**src/rtl/imem_dmem_port_arbiter.sv**
```systemverilog
`default_nettype none
`timescale 1ns/1ps
// ============================================================================
// Module      : imem_dmem_port_arbiter
// Description : Round-robin arbiter sharing one memory port between the
//               icache refill port and the data port, with a per-grant beat cap.
// Revision    : 1.0 - initial release
// ============================================================================
module imem_dmem_port_arbiter #(
    parameter int ADDR_WIDTH = 32,
    parameter int DATA_WIDTH = 32,
    parameter int MAX_BEATS  = 4
) (
    input  logic                  clk,
    input  logic                  rst,
    input  logic                  i_req,
    input  logic [ADDR_WIDTH-1:0] i_addr,
    output logic [DATA_WIDTH-1:0] i_data,
    output logic                  i_valid,
    input  logic                  d_req,
    input  logic                  d_we,
    input  logic [ADDR_WIDTH-1:0] d_addr,
    input  logic [DATA_WIDTH-1:0] d_wdata,
    output logic [DATA_WIDTH-1:0] d_rdata,
    output logic                  d_valid,
    output logic                  m_req,
    output logic                  m_we,
    output logic [ADDR_WIDTH-1:0] m_addr,
    output logic [DATA_WIDTH-1:0] m_wdata,
    input  logic [DATA_WIDTH-1:0] m_rdata,
    input  logic                  m_valid,
    output logic                  grant_i,
    output logic                  grant_d
);

    localparam int                CNT_W       = $clog2(MAX_BEATS + 1);
    localparam logic [CNT_W-1:0]  C_LAST_BEAT = CNT_W'(MAX_BEATS - 1);

    typedef enum logic [1:0] {
        IDLE  = 2'd0,
        GNT_I = 2'd1,
        GNT_D = 2'd2
    } state_t;

    state_t             r_state;
    state_t             w_next_state;
    logic [CNT_W-1:0]   r_beat_cnt;
    logic [CNT_W-1:0]   w_next_beat_cnt;
    logic               r_last_gnt;
    logic               w_next_last_gnt;
    logic               w_owner_req;
    logic               w_other_req;

    always_ff @(posedge clk or posedge rst) begin
        if (rst) begin
            r_state    <= IDLE;
            r_beat_cnt <= '0;
            r_last_gnt <= 1'b0;
        end else begin
            r_state    <= w_next_state;
            r_beat_cnt <= w_next_beat_cnt;
            r_last_gnt <= w_next_last_gnt;
        end
    end

    always_comb begin
        w_next_state    = r_state;
        w_next_beat_cnt = r_beat_cnt;
        w_next_last_gnt = r_last_gnt;
        w_owner_req     = 1'b0;
        w_other_req     = 1'b0;
        case (r_state)
            IDLE: begin
                w_next_beat_cnt = '0;
                // last_gnt == 0 means I went last, so D wins a tie
                if (i_req && d_req) begin
                    w_next_state = r_last_gnt ? GNT_I : GNT_D;
                end else if (i_req) begin
                    w_next_state = GNT_I;
                end else if (d_req) begin
                    w_next_state = GNT_D;
                end
            end
            GNT_I, GNT_D: begin
                w_owner_req = (r_state == GNT_I) ? i_req : d_req;
                w_other_req = (r_state == GNT_I) ? d_req : i_req;
                if (w_owner_req && m_valid) begin
                    w_next_beat_cnt = r_beat_cnt + 1'b1;
                end
                if (!w_owner_req || (m_valid && (r_beat_cnt == C_LAST_BEAT))) begin
                    w_next_last_gnt = (r_state == GNT_D);
                    w_next_beat_cnt = '0;
                    if (w_other_req) begin
                        w_next_state = (r_state == GNT_I) ? GNT_D : GNT_I;
                    end else if (w_owner_req) begin
                        w_next_state = r_state;
                    end else begin
                        w_next_state = IDLE;
                    end
                end
            end
            default: begin
                w_next_state    = IDLE;
                w_next_beat_cnt = '0;
            end
        endcase
    end

    // Valids are qualified by the owner's req so stray beats are dropped
    always_comb begin
        grant_i = 1'b0;
        grant_d = 1'b0;
        m_req   = 1'b0;
        m_we    = 1'b0;
        m_addr  = '0;
        m_wdata = '0;
        i_data  = '0;
        i_valid = 1'b0;
        d_rdata = '0;
        d_valid = 1'b0;
        case (r_state)
            GNT_I: begin
                grant_i = 1'b1;
                m_req   = i_req;
                m_addr  = i_addr;
                i_data  = m_rdata;
                i_valid = m_valid & i_req;
            end
            GNT_D: begin
                grant_d = 1'b1;
                m_req   = d_req;
                m_we    = d_we;
                m_addr  = d_addr;
                m_wdata = d_wdata;
                d_rdata = m_rdata;
                d_valid = m_valid & d_req;
            end
            default: begin
                grant_i = 1'b0;
            end
        endcase
    end

endmodule
`default_nettype wire

```
**config.mk**
```make
export PLATFORM = sky130hd
export DESIGN_NAME = imem_dmem_port_arbiter
export DESIGN_NICKNAME = d
export VERILOG_FILES = /design/src/rtl/imem_dmem_port_arbiter.sv
export SDC_FILE = /design/constraint.sdc
export NUM_CORES = 1
export LEC_CHECK = 0
export BUFFER_PORTS_ARGS = -buffer_cell sky130_fd_sc_hd__buf_2
export CAP_MARGIN = 20
export CELL_PAD_IN_SITES_DETAIL_PLACEMENT = 2
export CELL_PAD_IN_SITES_GLOBAL_PLACEMENT = 2
export CORE_MARGIN = 1.5
export CORE_UTILIZATION = 11
export DETAILED_ROUTE_END_ITERATION = 12
export HOLD_SLACK_MARGIN = 0.12
export MAX_ROUTING_LAYER = met4
export PLACE_DENSITY = 0.88
export SLEW_MARGIN = 0
export SYNTH_ARGS = -nofsm -noshare
export SYNTH_HDL_FRONTEND = slang
export SYNTH_SLANG_ARGS = --single-unit
```
**constraint.sdc**
```tcl
create_clock -name clk -period 4.41 [get_ports clk]
set_clock_uncertainty 0.2 [all_clocks]
set_input_delay 0.6615 -clock clk [delete_from_list [all_inputs] [get_ports clk]]
set_output_delay 0.6615 -clock clk [all_outputs]
set_load 0.02 [all_outputs]
```
==> flow_summary.yaml, run 1 <==
run_status:
  outcome: "finished clean"
worst_setup_path:
  reg2reg_slack_ns: 1.88
  r2r_end: "r_state[0]"
  crit_arrival_ns: 2.11
  worstPathRequired_ns: 3.55
  crit_path_end: "m_addr[7]"
  crit_type: "register to output pin"
  start_kind: "register"
  worstRegToRegCells: 8
  reg2reg_from: "r_state[1]"
  startpoint: "r_state[1]"
  path_max_fanout: 36
  critPathCaptureType: "output pin"
synthesis:
  synth-seq-cells: 6
  synth_edf_count: 0
  synth_fa_ha_area_share_pct: 5.90
  yosysSeqAreaShare_pct: 10.1
  ys.flop_type: "dfrtp_1"
  synth.avg_cell_area_um2: 7.27
  synth_xor_area_share_pct: 0
  ys_warn_count: 0
  synth_mux_area_share_pct: 4.81
  synth_area_um2: 1480
  synthArstFlopShare_pct: 100
  synth-compound-area-share_pct: 23.4
  synth_top_family_by_area: "simple AND/OR/NAND/NOR gates"
  synthCells: 204
  ys_types: 24
  syn_nets: 345
  synth-simple-area-share_pct: 48.6
pwr:
  p_switching_w: 0.000950
  pwr_density_cell_nw_per_um2: 548
  clockPowerShare_pct: 8.7
  combPwrFrac_pct: 86.1
  p_sw_share_pct: 56.7
  power_leakage_nw: 1.93
  internal_power_w: 0.000726
  irDropWorstVdd_mv: 0.154
  total_power_w: 0.00168
  power_frac_seq_pct: 5.2
floorplan:
  die-area_um2: 14200
  die_w_um: 119
  die_h_um: 119
  rows: 42
  core_um2: 13200
  io-pin-count: 268
  initial_utilization_pct: 11.3
global_route:
  grt_pass1_vias: 2759
  grt_max_degree: 56
  grt_pass1_wl_mm: 14.8
  overflow: 0
  grtUsageTotal_pct: 13.4
  antenna_found_initial: 0
sta:
  period_minus_slack_ns: 2.98
  setup_viol: 0
  post-route-period-util_pct: 67.5
  drv_slew: 0
  tns_ns: 0
  hold_viol_final: 0
  rsz0062_at_grt: "false"
  timing.fmax_mhz: 336
  maxSlewHeadroom_pct: 74.4
  worst_slew_pin_slew_ns: 0.384
place:
  port_buffers: 267
  dp.cells: 630
  post_dp_cell_area_um2: 2980
  gp_congestion: 0.768
  hpwl_mm: 8.71
clocking:
  root_buffer: "clkbuf_16"
  cts_hold_buf: 0
  cts-resized-gates: 0
  cts_setup_buffers: 0
  max-clock-path-buffers: 2
  h-tree-depth: 1
  cts_tree: "yes"
  clock-sinks: 6
  clk_pin_slew_worst_paths_ns: 0.03
  insertion_delay_ns: 0.23
  cts_buffers: 3
route:
  wl_per_cell_um: 15.6
  dr.pass1.iters: 4
  first_iter_violations: 43
  vias_per_cell: 3.98
  antenna_left: 0
  vias: 2518
  routed_wl_mm: 9.89
  drcViolationCount: 0
layout:
  fin_cells: 633
  nNetsFinal: 600
  layout-drive-gt1-share_pct: 61.3
  antenna_cells: 0
  synthToLayoutAreaGrowth_pct: 106
  design_area_um2: 3060
run:
  max-cap-violations: 0
hold_path:
  hp-class: "input port to async pin"
-- routing by layer --
metal / vias up / routed length (um) / track usage [%]
li1: 1185 / - / -
met1: 1183 / 3520 / 13.7
met2: 136 / 5520 / 26.4
met3: 14 / 723 / 2.25
met4: 0 / 124 / 3.16
met5: - / 0 / -
-- critical path, stage by stage, from the launching register on --
cell and delay, ns:
dfrtp_1 0.40, inv_1 0.12, ha_1 0.16, buf_4 0.29
and2_1 0.17, buf_4 0.33, a22o_1 0.22, buf_2 0.18
-- sequential cells by signal, summed over array words and instances (netlist names) --
signal / flops
r_beat_cnt: 3
r_state: 2
r_last_gnt: 1
-- layout make-up --
| cell class | instances | area, um^2 |
|---|---|---|
| sequential | 6 | 150 |
| clock buffer | 3 | 75.1 |
| fill | 1614 | 10100 |
| inverter | 5 | 18.8 |
| timing repair buffer | 271 | 1370 |
| multi-input combinational | 172 | 1230 |
| tap | 176 | 220 |
-- per-stage QoR --
stage	setup slack [ns]	util (%)	hold slack [ns]
floorplan	1.83	-	0.252
global placement	1.73	22.6	0.291
detailed placement	1.62	22.6	0.301
CTS	1.38	23.2	0.150
global route	1.28	23.2	0.172
finish	1.43	23.2	0.147
-- Yosys cell counts (2+ instances only) --
| cell type | count | area share, % |
|---|---|---|
| nand2b_1 | 2 | 0.84 |
| nor2b_1 | 4 | 1.7 |
| a21oi_1 | 3 | 1.0 |
| a22o_1 | 32 | 19 |
| mux2_4 | 2 | 2.0 |
| nor2_1 | 4 | 1.0 |
| dfrtp_1 | 6 | 10 |
| mux2i_1 | 3 | 2.0 |
| ha_1 | 7 | 5.9 |
| and3_1 | 2 | 0.84 |
| and2_1 | 100 | 42 |
| o21ai_0 | 4 | 1.3 |
| inv_1 | 5 | 1.3 |
| buf_2 | 2 | 0.67 |
| nand3b_1 | 2 | 1.0 |
| clkbuf_1 | 18 | 4.6 |
-- worst min-delay path by stage --
stage                    start            end  slack (ns)  cells past startpoint
finish                     rst  r_beat_cnt[1]        0.15                      2
global route               rst  r_beat_cnt[2]        0.17                      2
CTS                        rst  r_beat_cnt[1]        0.15                      2
detailed placement  r_last_gnt     r_last_gnt        0.30                      1
global placement    r_last_gnt     r_last_gnt        0.29                      1
floorplan                  rst  r_beat_cnt[0]        0.25                      1
-- power by group through the flow --
stage	combinational [W]	clock [W]	sequential, W
after CTS	0.00147	0.000149	0.0000869
after global routing	0.00155	0.000150	0.0000895
after global placement	0.00141	0	0.0000850
after detailed placement	0.00147	0	0.0000876
after floorplan	0.000956	0	0.0000834
final	0.00144	0.000146	0.0000867
-- cells by family (layout without fill, tap and decap cells) --
kind of cell,after synthesis,count (layout)
AO/OA/AOI/OAI,43,43
buffers and inverters,26,279
flip-flops,6,6
multiplexers,6,6
AND/OR/NAND/NOR,116,116
adder cells (fa/ha/maj),7,7
-- cells in the final DEF, fill, tap and decap left out, drive strengths merged --
cell	instances
a22oi	1
a31oi	1
buf	271
nand3b	2
a22o	32
mux2	3
clkbuf	3
o22a	1
and2	101
ha	7
o21a	1
mux2i	3
and3	2
inv	5
nand2b	2
a21oi	3
and2b	1
nor2	4
o21ai	4
nor2b	4
dfrtp	6
Note: power is estimated with default switching activity, not from simulation.
==> inputs of run 2 (changes only) <==
Settings changed: ABC_AREA from default to 1, CORE_UTILIZATION 11 to 10, PLACE_DENSITY 0.88 to 0.8.
Clock period 4.41 ns to 2.9 ns, I/O delays scaled along.
==> flow_summary.yaml, run 2 <==
synthesis:
  ys_warn_count: 0
  synth_top_area_share_pct: 27.1
  syn_nets: 466
  synth_edf_count: 0
  synthTopCellsByCount: "123 x nand2_1, 110 x inv_1, 32 x a32o_1, 15 x buf_2"
  yosysMostFrequentCell: "nand2_1"
  yosysSeqAreaShare_pct: 8.82
  synth.avg_cell_area_um2: 5.24
  synthTopCellsByArea: "nand2_1 27%, inv_1 24%, a32o_1 19%"
  synthArstFlopShare_pct: 100
  synth-seq-cells: 6
  ys_types: 18
  synth_area_um2: 1700
  yosys.area.top_type: "nand2_1"
  synthCells: 325
  ys.flop_type: "dfrtp_1"
clocking:
  cts_tree: "yes"
  cts_buffers: 3
  clk_pin_slew_worst_paths_ns: 0.03
  max-clock-path-buffers: 2
  h-tree-depth: 1
  clock-sinks: 6
  insertion_delay_ns: 0.24
  root_buffer: "clkbuf_16"
  cts_setup_buffers: 0
floorplan:
  initial_utilization_pct: 10.3
  die_h_um: 133
  rows: 47
  core_um2: 16600
  die-area_um2: 17800
  io-pin-count: 268
  die_w_um: 133
route:
  dr.pass1.iters: 4
  vias_per_cell: 3.74
  antenna_left: 0
  vias: 2981
  drcViolationCount: 0
  routed_wl_mm: 11.2
  wl_per_cell_um: 14.1
  first_iter_violations: 95
layout:
  seqCellArea_um2: 150
  design_area_um2: 3320
  top_register: "r_beat_cnt"
  largest_reg_flops: 3
  top_regs: "r_beat_cnt (3), r_state (2), r_last_gnt (1)"
  multiInputGateArea_um2: 992
  layout-drive-gt1-share_pct: 49.0
  synthToLayoutAreaGrowth_pct: 95.2
  fin_cells: 798
  antenna_cells: 0
  layout_commonest_cell: "buf_2"
  n_fill_cell: 2162
  nNetsFinal: 721
  final_cell_mix: "267 x buf_2, 123 x nand2_1, 110 x inv_1"
global_route:
  antenna_found_initial: 0
  grt_pass1_vias: 3074
  grtUsageTotal_pct: 12.2
  grt_max_degree: 61
  overflow: 0
  grt_pass1_wl_mm: 16.7
sta:
  drv_slew: 0
  period_minus_slack_ns: 2.58
  rsz0062_at_grt: "false"
  worst_slew_pin_slew_ns: 0.428
  tns_ns: 0
  timing.fmax_mhz: 388
  post-route-period-util_pct: 88.9
  setup_viol: 0
  setup_slack_ns: 0.321
  maxSlewHeadroom_pct: 71.5
  hold_viol_final: 0
run:
  max-cap-violations: 0
worst_setup_path:
  path_max_fanout: 34
  reg2reg_from: "r_state[0]"
  worstRegToRegCells: 9
  critPathCaptureType: "output pin"
  worstPathCellList: "inv_1, ha_1, buf_4, inv_2, a21oi_1, buf_2"
  crit_type: "register to output pin"
  crit_arrival_ns: 1.94
  worstPathRequired_ns: 2.27
  crit_slowest_cell: "dfrtp_1"
  slowest_delay_ns: 0.41
  reg2reg_slack_ns: 0.82
  start_kind: "register"
  r2r_end: "r_state[0]"
hold_path:
  hp-class: "register to register"
  min_to: "r_last_gnt"
  min_path_cells: 2
  hp-start: "r_last_gnt"
run_status:
  outcome: "finished clean"
pwr:
  pwr_density_cell_nw_per_um2: 835
  irDropWorstVdd_mv: 0.494
  power_leakage_nw: 2.66
place:
  dp.cells: 794
  post-place-ws_ns: 0.560
  hpwl_mm: 9.37
  gp_congestion: 0.763
  port_buffers: 267
  post_dp_cell_area_um2: 3240
## run 2: cell types whose count changed after synthesis, sizes merged, moves of 3 or more
cell / before / now
inv: 5 / 114
nor2b: 4 / 0
buf: 3 / 22
a21oi: 3 / 7
mux2: 3 / 0
mux2i: 3 / 0
clkbuf: 18 / 0
a32o: 0 / 32
and2: 101 / 0
nand2: 0 / 126
a22o: 32 / 0
## run 2: area by class of cell
class / count / area share (%)
clock buffers: 3 / 2.26
inverters: 114 / 12.9
multi-input cells: 183 / 29.8
flip-flops and latches: 6 / 4.52
well taps: 220 / 8.28
repair buffers: 272 / 42.2
## run 2: how the worst max path moves through the flow
stage / startpoint / to / slack (ns) / cells after the start
floorplan: r_state[0] / m_req / 0.68 / 6
global placement: r_state[0] / m_req / 0.57 / 6
detailed placement: r_state[0] / m_req / 0.56 / 6
CTS: r_state[1] / m_req / 0.30 / 6
global route: r_state[0] / m_req / 0.20 / 6
finish: r_state[0] / m_req / 0.32 / 6
## run 2: kinds of logic (layout without fill, tap and decap cells)
logic type / count (synthesis) / in the layout / synth area share (%)
fa+ha+maj: 7 / 7 / 5.14
flops: 6 / 6 / 8.82
compound gates: 41 / 41 / 21.5
simple gates: 135 / 135 / 30.9
buf+inv: 136 / 389 / 33.7
## run 2: per-stage QoR
stage               hold WS (ns)  total power (W)  util [%]
finish                     0.300          0.00277      20.0
global route               0.360          0.00300      20.0
CTS                        0.307          0.00283      20.0
detailed placement         0.170          0.00257      19.5
global placement           0.160          0.00253      19.5
floorplan                 0.0260          0.00175         -
## run 2: critical path: cells and delay by family, from the launching register on
family          cells  cell delay [ns]
buf+inv             4             0.80
flops               1             0.41
fa+ha+maj           1             0.33
compound gates      1             0.16
## run 2: layer usage
metal / part of all wire [%] / global-route usage, % / routed length [um] / vias up
li1: - / - / - / 1460
met1: 40 / 13.6 / 4450 / 1422
met2: 55 / 23.1 / 6160 / 89
met3: 4.5 / 1.52 / 503 / 10
met4: 1.1 / 2.54 / 125 / 0
met5: 0 / - / 0 / -
## run 2: power breakdown
| part | switching (W) | total [W] | leakage (nW) | internal [W] |
|---|---|---|---|---|
| logic | 0.00165 | 0.00241 | 2.54 | 0.000759 |
| clock network | 0.0000539 | 0.000231 | 0.0370 | 0.000178 |
| registers | 0.0000248 | 0.000133 | 0.0801 | 0.000108 |
| total | 0.00173 | 0.00277 | 2.66 | 0.00104 |
## run 2: what timing repair did
item / in CTS / in global routing
resized for setup: 0 / 0
hold buffers: 1 / 0
endpoints found under the setup margin: 0 / 0
hold endpoints to repair: 6 / 0
